`src/rtl/fxp_pkg.sv`:
```
// Shared fixed-point constants and width helpers for the multiply/resize blocks.
package fxp_pkg;

  localparam int ROUND_TRUNC   = 0;
  localparam int ROUND_HALF_UP = 1;
  localparam int ROUND_CONV    = 2;

  // Full-precision width of a signed (wi1.wf1) x (wi2.wf2) product.
  function automatic int prod_width(input int wi1, input int wf1,
                                    input int wi2, input int wf2);
    return wi1 + wf1 + wi2 + wf2;
  endfunction

endpackage

```
`src/rtl/fxp_mult_pipe_if.sv`:
```
// Operand/result handshake bundle for the pipelined fixed-point multiplier.
interface fxp_mult_pipe_if #(
  parameter int W1 = 7,
  parameter int W2 = 7,
  parameter int WO = 8
);
  logic                 in_valid;
  logic                 in_ready;
  logic signed [W1-1:0] in1;
  logic signed [W2-1:0] in2;
  logic                 out_valid;
  logic                 out_ready;
  logic signed [WO-1:0] out;
  logic                 ovf;

  modport master (
    output in_valid, in1, in2, out_ready,
    input  in_ready, out_valid, out, ovf
  );

  modport slave (
    input  in_valid, in1, in2, out_ready,
    output in_ready, out_valid, out, ovf
  );
endinterface

```
`src/rtl/fxp_resize.sv`:
```
// Combinational resize of a signed (WII.WFI) value to (WIO.WFO): round, then
// wrap or saturate on integer overflow. Shared with the fixed-point add/MAC blocks.
module fxp_resize
  import fxp_pkg::*;
#(
  parameter int WII   = 6,
  parameter int WFI   = 8,
  parameter int WIO   = 4,
  parameter int WFO   = 4,
  parameter int ROUND = ROUND_HALF_UP,
  parameter int SAT   = 1
) (
  input  logic signed [WII+WFI-1:0] din,
  output logic signed [WIO+WFO-1:0] dout,
  output logic                      ovf
);

  // One extra integer bit keeps a rounding carry from wrapping.
  localparam int RW = WII + 1 + WFO;
  localparam int OW = WIO + WFO;

  logic signed [RW-1:0] r;

  if (WFO >= WFI) begin : g_widen
    assign r = RW'(din) <<< (WFO - WFI);
  end else begin : g_round
    localparam int D  = WFI - WFO;
    localparam int EW = WII + 1 + WFI;
    localparam logic signed [EW-1:0] HALF = EW'(1) << (D - 1);
    localparam logic [D-1:0]         TIE  = D'(1) << (D - 1);

    logic signed [EW-1:0] ext;
    logic signed [EW-1:0] sum;
    logic signed [RW-1:0] r_t;
    logic signed [RW-1:0] r_h;

    assign ext = EW'(din);
    assign sum = ext + HALF;
    assign r_t = RW'(ext >>> D);
    assign r_h = RW'(sum >>> D);

    // Pick rounding mode; on an exact tie, clearing the half-up LSB lands on the even neighbour.
    always_comb begin
      r = r_t;
      if (ROUND == ROUND_HALF_UP) r = r_h;
      else if (ROUND == ROUND_CONV) r = (din[D-1:0] == TIE) ? {r_h[RW-1:1], 1'b0} : r_h;
    end
  end

  if (WIO >= WII + 1) begin : g_fits
    assign dout = OW'(r);
    assign ovf  = 1'b0;
  end else begin : g_fit
    localparam logic [OW-1:0] MIN = OW'(1) << (OW - 1);

    logic [RW-OW:0] hi;

    assign hi  = r[RW-1:OW-1];
    assign ovf = !((&hi) || !(|hi));

    // Drop the high bits, or clamp to the format limits when saturating.
    always_comb begin
      dout = r[OW-1:0];
      if (ovf && SAT != 0) dout = r[RW-1] ? MIN : ~MIN;
    end
  end

endmodule

```
`src/rtl/fxp_mult_pipe.sv`:
```
// Pipelined signed fixed-point multiplier with global-stall valid/ready flow.
// Stage order: input reg (STAGES>=2), product reg (>=3), rounded reg (==4), output reg.
module fxp_mult_pipe
  import fxp_pkg::*;
#(
  parameter int WI1    = 4,
  parameter int WF1    = 3,
  parameter int WI2    = 2,
  parameter int WF2    = 5,
  parameter int WIO    = 4,
  parameter int WFO    = 4,
  parameter int STAGES = 3,
  parameter int ROUND  = ROUND_HALF_UP,
  parameter int SAT    = 1
) (
  input logic            CLK,
  input logic            RST,
  fxp_mult_pipe_if.slave bus
);

  localparam int W1  = WI1 + WF1;
  localparam int W2  = WI2 + WF2;
  localparam int WIP = WI1 + WI2;
  localparam int WFP = WF1 + WF2;
  localparam int WP  = prod_width(WI1, WF1, WI2, WF2);
  localparam int WO  = WIO + WFO;

  if (STAGES < 1 || STAGES > 4) begin : g_bad_stages
    $error("fxp_mult_pipe: STAGES must be in 1..4");
  end
  if (ROUND < ROUND_TRUNC || ROUND > ROUND_CONV) begin : g_bad_round
    $error("fxp_mult_pipe: ROUND must be 0, 1 or 2");
  end

  logic                 adv;
  logic                 mv;
  logic signed [W1-1:0] ma;
  logic signed [W2-1:0] mb;
  logic signed [WP-1:0] prod;
  logic                 pv;
  logic signed [WP-1:0] pd;
  logic                 fv;
  logic signed [WO-1:0] fres;
  logic                 fovf;

  // Whole pipe moves together; an empty output slot lets it fill even when downstream stalls.
  assign adv          = bus.out_ready | ~bus.out_valid;
  assign bus.in_ready = adv;

  if (STAGES >= 2) begin : g_in_reg
    // Input register: capture the operand pair (or a bubble) on every advance.
    always_ff @(posedge CLK) begin
      if (!RST) begin
        mv <= 1'b0;
      end else if (adv) begin
        mv <= bus.in_valid;
        ma <= bus.in1;
        mb <= bus.in2;
      end
    end
  end else begin : g_in_comb
    assign mv = bus.in_valid;
    assign ma = bus.in1;
    assign mb = bus.in2;
  end

  assign prod = WP'(ma) * WP'(mb);

  if (STAGES >= 3) begin : g_prod_reg
    // Product register: full-precision product.
    always_ff @(posedge CLK) begin
      if (!RST) begin
        pv <= 1'b0;
      end else if (adv) begin
        pv <= mv;
        pd <= prod;
      end
    end
  end else begin : g_prod_comb
    assign pv = mv;
    assign pd = prod;
  end

  if (STAGES == 4) begin : g_rnd_reg
    localparam int WR = WIP + 1 + WFO;

    logic signed [WR-1:0] rnd;
    logic signed [WR-1:0] r3;
    logic                 rnd_ovf;
    logic                 r3_ovf;
    logic                 sat_ovf;
    logic                 v3;

    // Round only: the target keeps one spare integer bit, so this half never overflows.
    fxp_resize #(
      .WII(WIP), .WFI(WFP), .WIO(WIP + 1), .WFO(WFO), .ROUND(ROUND), .SAT(0)
    ) u_round (
      .din(pd), .dout(rnd), .ovf(rnd_ovf)
    );

    // Rounded, pre-saturation register.
    always_ff @(posedge CLK) begin
      if (!RST) begin
        v3 <= 1'b0;
      end else if (adv) begin
        v3     <= pv;
        r3     <= rnd;
        r3_ovf <= rnd_ovf;
      end
    end

    fxp_resize #(
      .WII(WIP + 1), .WFI(WFO), .WIO(WIO), .WFO(WFO), .ROUND(ROUND), .SAT(SAT)
    ) u_sat (
      .din(r3), .dout(fres), .ovf(sat_ovf)
    );

    assign fv   = v3;
    assign fovf = r3_ovf | sat_ovf;
  end else begin : g_rnd_comb
    fxp_resize #(
      .WII(WIP), .WFI(WFP), .WIO(WIO), .WFO(WFO), .ROUND(ROUND), .SAT(SAT)
    ) u_resize (
      .din(pd), .dout(fres), .ovf(fovf)
    );

    assign fv = pv;
  end

  // Output register; bubbles present as zero data with ovf clear.
  always_ff @(posedge CLK) begin
    if (!RST) begin
      bus.out_valid <= 1'b0;
      bus.out       <= '0;
      bus.ovf       <= 1'b0;
    end else if (adv) begin
      bus.out_valid <= fv;
      bus.out       <= fv ? fres : '0;
      bus.ovf       <= fv & fovf;
    end
  end

endmodule

```
`src/flat_wrapper.sv`:
```
// flat-port wrapper written by rule: the top's interface ports become plain ports
module fxp_mult_pipe_flat import fxp_pkg::*;
#(
  parameter int WI1    = 4,
  parameter int WF1    = 3,
  parameter int WI2    = 2,
  parameter int WF2    = 5,
  parameter int WIO    = 4,
  parameter int WFO    = 4,
  parameter int STAGES = 3,
  parameter int ROUND  = ROUND_HALF_UP,
  parameter int SAT    = 1
)
  (CLK, RST, bus_in_valid, bus_in1, bus_in2, bus_out_ready, bus_in_ready, bus_out_valid, bus_out, bus_ovf);
  fxp_mult_pipe_if #(.W1(7), .W2(7), .WO(8)) bus_i ();
  input logic CLK;
  input logic RST;
  input wire logic [$bits(bus_i.in_valid)-1:0] bus_in_valid;
  input wire logic [$bits(bus_i.in1)-1:0] bus_in1;
  input wire logic [$bits(bus_i.in2)-1:0] bus_in2;
  input wire logic [$bits(bus_i.out_ready)-1:0] bus_out_ready;
  output wire logic [$bits(bus_i.in_ready)-1:0] bus_in_ready;
  output wire logic [$bits(bus_i.out_valid)-1:0] bus_out_valid;
  output wire logic [$bits(bus_i.out)-1:0] bus_out;
  output wire logic [$bits(bus_i.ovf)-1:0] bus_ovf;
  assign bus_i.in_valid = bus_in_valid;
  assign bus_i.in1 = bus_in1;
  assign bus_i.in2 = bus_in2;
  assign bus_i.out_ready = bus_out_ready;
  assign bus_in_ready = bus_i.in_ready;
  assign bus_out_valid = bus_i.out_valid;
  assign bus_out = bus_i.out;
  assign bus_ovf = bus_i.ovf;
  fxp_mult_pipe #(.WI1(WI1), .WF1(WF1), .WI2(WI2), .WF2(WF2), .WIO(WIO), .WFO(WFO), .STAGES(STAGES), .ROUND(ROUND), .SAT(SAT)) u_core (.CLK(CLK), .RST(RST), .bus(bus_i));
endmodule
```
`config.mk`:
```
export PLATFORM = sky130hd
export DESIGN_NAME = fxp_mult_pipe_flat
export DESIGN_NICKNAME = d
export VERILOG_FILES = /design/src/rtl/fxp_pkg.sv /design/src/rtl/fxp_mult_pipe_if.sv /design/src/rtl/fxp_resize.sv /design/src/rtl/fxp_mult_pipe.sv /design/src/flat_wrapper.sv
export SDC_FILE = /design/constraint.sdc
export NUM_CORES = 1
export LEC_CHECK = 0
export CAP_MARGIN = 10
export CORE_MARGIN = 2
export CORE_UTILIZATION = 40
export DETAILED_ROUTE_END_ITERATION = 16
export GPL_ROUTABILITY_DRIVEN = 0
export GPL_TIMING_DRIVEN = 0
export PLACE_DENSITY = 0.57
export SLEW_MARGIN = 20
export SYNTH_ARGS = -nofsm -noshare
export SYNTH_HDL_FRONTEND = slang
export SYNTH_HIERARCHICAL = 1
export SYNTH_SLANG_ARGS = --single-unit
```
`constraint.sdc`:
```
create_clock -name CLK -period 6.6 [get_ports CLK]
set_input_delay 1.65 -clock CLK [delete_from_list [all_inputs] [get_ports CLK]]
set_output_delay 1.65 -clock CLK [all_outputs]
set_load 0.03 [all_outputs]
```
Word-level counts from Yosys, hierarchy flattened
Cells that the tools add are included.

word-level totals
  bits in registers = 40
  input port bits = 18
  output and inout port bits = 11

operators by class
  add/sub/neg operators = 1
  multipliers = 1
  mux-type cells = 3
  bitwise gates (word level) = 3
  reductions and logical operators = 6

operators by type and width
  operator               count
  $mux 8                 3
  $add 14x5->15 const B  1
  $mul 7x7->14           1
  $reduce_and 4->1       1
  $reduce_or 4->1        1
  $logic_not 1->1        2
  $reduce_and 2->1       1
  $and 1x1->1            1
  $logic_or 1x1->1       1
  $not 1->1              1
  $or 1x1->1             1

Longest topological paths before layout
Gate-level depths: netlist of the first run.

  word-level depth = 6
  mapped depth = 15
  depth with buffers taken out = 15

Cells and area by module
The synthesis of the first run kept the hierarchy.

by module, submodules not included
  module         instances  cells an instance  area each (um2)  sequential area each (um2)
  fxp_mult_pipe  1          310                3299.4           1081.0
  fxp_resize     1          45                 319.1            0.0

Worst setup path before layout of the first run
No wires, ideal clock.

  path type = register -> register
  from = register u_core.mb[3]
  to = register u_core.pd[12] (data pin)
  setup time = 150 ps
  arrival time = 4258 ps
  path slack = 2192 ps
  cell stages (with the launch flop) = 15
  buffers on the path = 0
  cell sequence = edfxtp_1 -> and2_1 -> fa_1 -> inv_1 -> fa_1 -> inv_1 -> fa_1 -> inv_1 -> fa_1 -> inv_1 -> ha_1 -> a2111oi_4 -> o211ai_2 -> a211o_1 -> o211ai_2

between the ends
  word-level cells in the longest chain between the ends = 1

ends and longest elaborated chain
  item                      RTL line             source
  start: declaration        fxp_mult_pipe.sv:38  logic signed [W2-1:0] mb;
  start signal: assignment  fxp_mult_pipe.sv:58  mb <= bus.in2;
  $mul 7x7->14              fxp_mult_pipe.sv:67  assign prod = WP'(ma) * WP'(mb);
  net u_core.prod[12]       fxp_mult_pipe.sv:39  logic signed [WP-1:0] prod;
  end signal: assignment    fxp_mult_pipe.sv:76  pd <= prod;
  end: declaration          fxp_mult_pipe.sv:41  logic signed [WP-1:0] pd;

The timed path passes the listed nets, and every way through them passes these cells.
A chain may end at the register's enable or synchronous reset.

Worst setup path in the final report of the first run
  from = input bus_out_ready
  to = output bus_in_ready

between the ends
  word-level cells in the longest chain between the ends = 1

ends and longest elaborated chain
  item                RTL line             source
  start: declaration  flat_wrapper.sv:21   input wire logic [$bits(bus_i.out_ready)-1:0] bus_out_ready;
  $or 1x1->1          fxp_mult_pipe.sv:47  assign adv = bus.out_ready | ~bus.out_valid;
  end: declaration    flat_wrapper.sv:22   output wire logic [$bits(bus_i.in_ready)-1:0] bus_in_ready;

Every way passes these cells.

==> metrics.txt, run 1 <==
Rows 34; Power Total between 1 and 1.5 mW; Avg WL per Cell about 12 um; worst-margin pin slew roughly 0.66 ns; Critical Path End Type primary output; CP Class in2out; Register-to-Register Setup Slack between 1.5 and 2 ns; Final Hold Viols 0; post-cts resize count 0; via/cell ratio 4.82; DP Area just under 0.004 sq mm; Final WS setup approximately 1.7 ns; grt ovf 0; antenna fix cells 0; fin crit period 4.85 ns; utilization after layout around 47%; gr usage total around an eighth; Mapped Cells 351; Ports 29; final wirelength roughly 5.8 mm; max_cap viols 0; Port-buffer cells 28; Post-Syn Area between 0.003 and 0.004 sq mm; Syn Area/Cell between 10 and 15 sq um; H-tree depth 2; Final Cell Area about 0.0041 sq mm; Clock Sinks 37; root buffer selected by CTS clkbuf_8; CP max FO 10; outcome complete, no violations; fin. max-slew vios 0; post-route ant nets 0; most common cell after layout, fill and taps aside inv_1; starting density of the core ~40%; die width between 90 and 100 um; pre-CTS WS 1.72 ns; # fillers 826; Syn. warnings 6; Vert. Die Dim 97.8 um; Setup TNS 0 ns; vias in the first global route around 2500; Slew HR between 50% and 60%; Leak between 1.5 and 2 nW; Peak supply drop ~0.17 mV; layout cells sized above 1 a little over 7%; most frequent cells in the layout 65 x inv_1, 39 x fa_1, 35 x nand2_1; CP arrival 3.20 ns; Final nets around 470; Vias between 2000 and 2500; DR iter-0 viols 46; Post-CTS Setup Inserts 0; syn nets roughly 440; full die area between 0.009 and 0.01 sq mm; TritonRoute pass-1 iters 6; core area roughly 0.0086 sq mm; first-pass GRT wire length approximately 11 mm; crit share post-route 73.5%; worst skew pair latency between 0.2 and 0.3 ns; Clock Skew a little under 0.007 ns; largest net degree at the start of global routing 26; crit start category input port; drt drc 0; PD cells roughly 350 mW/mm^2; RSZ-0062 raised after global routing false; CTS buffer count 5; Area growth syn-to-layout 15.5%; clock-pin slew on the worst setup and hold paths 0.08 ns; Crit path required time 4.95 ns; worst min path class reg2reg; fmax around 0.21 GHz; CTS tree done; Final setup viols 0; antenna violations before repair 0; HPWL after detailed placement a little under 5 mm; Clock Tree Buf Depth 2; Post-CTS Hold Buffers 0
[report_power, final]
part / switching [mW] / total [mW] / internal [mW]
clock: 0.0877 / 0.209 / 0.122
combinational: 0.474 / 0.862 / 0.388
sequential: 0.0440 / 0.371 / 0.327
[routing by layer]
| layer | up-vias | GRT usage (%) | share of wire, % |
|---|---|---|---|
| met2 | 38 | 25.7 | 53 |
| met3 | 2 | 2.58 | 3.3 |
| met1 | 1144 | 14.7 | 43 |
| met5 | - | 0 | 0 |
| li1 | 1200 | - | - |
| met4 | 0 | 1.60 | 0.29 |
[registers in the layout (all words and copies together) (netlist names)]
register              count
u_core/mv                 1
u_core/mb                 7
u_core/fv                 1
u_core/pd                11
u_core/ma                 7
u_core/bus.out            8
u_core/bus.ovf            1
u_core/bus.out_valid      1
[worst max-delay path, stage by stage]
cell             delay [ns]
clkdlybuf4s50_1        0.40
nor2b_1                0.27
inv_2                  0.09
buf_2                  0.19
clkdlybuf4s50_1        0.61
[final cells by class]
type                            instances  area (sq um)  area share, %
Multi-Input combinational cell        242          2250           55.4
Sequential cell                        37           991           24.4
Timing Repair Buffer                   28           280           6.89
Inverter                               66           248           6.09
Tap cell                              108           135           3.32
Clock buffer                            7           119           2.92
Buffer                                  6          32.5          0.800
Clock inverter                          1          8.76          0.215
[through the flow]
| step | std cells | hold WS [ns] |
|---|---|---|
| floorplan | 351 | 0.431 |
| global placement | 487 | 0.439 |
| detailed placement | 487 | 0.449 |
| CTS | 495 | 0.461 |
| global route | 495 | 0.483 |
| finish | 495 | 0.457 |
[worst paths after layout]
kind	endpoint	startpoint	cells past startpoint
max	bus_in_ready	bus_out_ready	5
min	u_core/bus.out[4]	u_core/bus.out[4]	2
max reg2reg	u_core/pd[12]	u_core/ma[6]	15
min reg2reg	u_core/bus.out[4]	u_core/bus.out[4]	2
Note: power is estimated with default switching activity, not from simulation.
==> run 2, diff against run 1 <==
--- a/config.mk
+++ b/config.mk
@@ -11,7 +11,7 @@
 export DETAILED_ROUTE_END_ITERATION = 16
 export GPL_ROUTABILITY_DRIVEN = 0
 export GPL_TIMING_DRIVEN = 0
-export PLACE_DENSITY = 0.57
+export PLACE_DENSITY = 0.6
 export SLEW_MARGIN = 20
 export SYNTH_ARGS = -nofsm -noshare
 export SYNTH_HDL_FRONTEND = slang
==> constraint.sdc (replaced) <==
create_clock -name CLK -period 4 [get_ports CLK]
set_input_delay 1 -clock CLK [delete_from_list [all_inputs] [get_ports CLK]]
set_output_delay 1 -clock CLK [all_outputs]
set_load 0.03 [all_outputs]
==> run 2 against run 1 <==
Compared with the run above: the run now ends with negative setup slack left; cell count increased by 3.8%; die area unchanged; total power increased by 86%; wire length increased by 6.4%; via count increased by 3.9%; global-route usage increased by 0.77 points; combinational power increased by 110%; utilization increased by 3.2 points; flip-flop and latch count unchanged; sequential share of layout area decreased by 1.5 points; design area increased by 6.8%; first-iteration DRC count increased by 2.2%.
==> metrics.txt, run 2 (synthesis gave the netlist of run 1 again) <==
outcome finished with violations (was complete, no violations); failing checks negative setup slack; Area growth syn-to-layout 23.3% (was 15.5%); post-route ant nets 0 (unchanged); utilization after layout 50.3% (was 47.1%); Port-buffer cells 28 (unchanged); PD cells 618 mW/mm^2 (was 355 mW/mm^2); CTS tree done (unchanged); worst-margin pin slew 0.567 ns (was 0.663 ns); clock-pin slew on the worst setup and hold paths 0.08 ns (about the same); Leak 1.86 nW (was 1.77 nW); Power Total 2.68 mW (was 1.44 mW); Post-Place Cells 487 (unchanged); vias in the first global route 2662 (was 2473); final wirelength 6.18 mm (was 5.81 mm); most common cell after layout, fill and taps aside inv_1 (unchanged); TritonRoute pass-1 iters 5 (was 6); Rows 34 (unchanged); antenna fix cells 0 (unchanged); Peak supply drop 0.252 mV (was 0.166 mV); Ports 29 (unchanged); grt ovf 0 (unchanged); Clock Sinks 37 (unchanged); most frequent cells in the layout 58 x inv_1, 38 x fa_1, 30 x nand2_1 (was 65 x inv_1, 39 x fa_1, 35 x nand2_1); # fillers 788 (was 826); antenna violations before repair 0 (unchanged); layout cells sized above 1 18.7% (was 7.24%); Final Hold Viols 0 (unchanged); CP arrival 4.20 ns (was 3.20 ns); via/cell ratio 4.82 (about the same); worst min path class reg2reg (unchanged); Non-Filler Instances 514 (was 495); crit start category flop (was input port); Final WS setup -0.171 ns (was 1.75 ns); max_cap viols 0 (unchanged); fmax ~0.24 GHz; drt drc 0 (unchanged); Critical Path End Type flop (was primary output); Register-to-Register Setup Slack -0.17 ns (was 1.89 ns); crit share post-route 104%; Final nets 491 (was 472); die width 97.8 um (unchanged); Vias 2477 (was 2384); Setup TNS -0.514 ns (was 0 ns); starting density of the core 40.8% (unchanged); Crit path required time 4.03 ns (was 4.95 ns); Final setup viols 5 (was 0); Post-CTS Hold Buffers 0 (unchanged); worst skew pair latency 0.29 ns (about the same); root buffer selected by CTS clkbuf_8 (unchanged); H-tree depth 2 (unchanged); first-pass GRT wire length 11.2 mm (was 10.5 mm); Avg WL per Cell 12.0 um (was 11.7 um); RSZ-0062 raised after global routing true (was false); HPWL after detailed placement 4.96 mm (was 4.97 mm); DR iter-0 viols 47 (was 46); core area 0.00864 sq mm (unchanged); CTS buffer count 5 (unchanged); full die area 0.00957 sq mm (unchanged); largest net degree at the start of global routing 26 (unchanged); fin crit period approximately 4.2 ns; Clock Skew 0.0114 ns (was 0.00690 ns); Clock Tree Buf Depth 2 (unchanged); CP max FO 5 (was 10); Vert. Die Dim 97.8 um (unchanged); CP Class reg2reg (was in2out); Biggest register u_core/pd (unchanged); gr usage total 13.8% (was 13.0%); Slew HR 62.2% (was 54.7%); largest registers u_core/pd (11), u_core/bus.out (8) (unchanged); fin. max-slew vios 0 (unchanged); Fin Hold WS 0.455 ns (was 0.457 ns); max reg flops 11 (unchanged)
run 2: area by class of cell:
class                           count  area, sq um  share of cell area, %
Inverter                           66          250                   5.76
Tap cell                          108          135                   3.11
Buffer                              6         32.5                  0.749
Sequential cell                    37          991                   22.8
Clock buffer                        6         82.6                   1.90
Timing Repair Buffer               47          427                   9.83
Multi-Input combinational cell    242         2410                   55.5
Clock inverter                      2         13.8                  0.317
run 2: repair_timing:
item                       CTS  global route
buffers inserted            15             4
pin swaps                   12            14
gates cloned                 0             0
setup endpoints to repair    6             7
resized for setup           12            14
run 2: power breakdown:
| group | leakage [nW] | internal, mW | switching, mW | total (mW) |
|---|---|---|---|---|
| Clock | 0.0512 | 0.140 | 0.137 | 0.277 |
| Combinational | 1.47 | 0.872 | 0.925 | 1.80 |
| Sequential | 0.341 | 0.539 | 0.0692 | 0.609 |
| Total | 1.86 | 1.55 | 1.13 | 2.68 |
run 2: final timing paths:
check                    startpoint                end  depth (start not counted)
setup reg to reg       u_core/ma[6]      u_core/pd[12]                         14
hold reg to reg   u_core/bus.out[4]  u_core/bus.out[4]                          2
hold / removal    u_core/bus.out[4]  u_core/bus.out[4]                          2
setup / recovery       u_core/ma[6]      u_core/pd[12]                         14
run 2: critical path: stages (launching register included):
cell and delay [ns]:
edfxtp_1 0.48, nand2_2 0.15, inv_2 0.05, fa_2 0.47, buf_4 0.16, fa_1 0.52
inv_1 0.05, fa_1 0.47, fa_1 0.51, inv_1 0.04, ha_2 0.36, inv_2 0.07
and3_1 0.17, a2111oi_4 0.30, o211ai_2 0.11
run 2: layer usage:
layer,up-vias,wire length (um),GRT usage (%)
met5,-,0,0
met4,0,96,3.21
met3,8,186,2.79
met2,45,3310,26.7
met1,1185,2590,15.4
li1,1239,-,-
run 2: metrics by stage:
step | setup WS (ns) | area (sq um)
final | -0.171 | 4340
after global routing | -0.356 | 4340
after global placement | -0.270 | 3990
after detailed placement | -0.283 | 3990
after CTS | -0.218 | 4240
after floorplan | -0.0173 | 3570
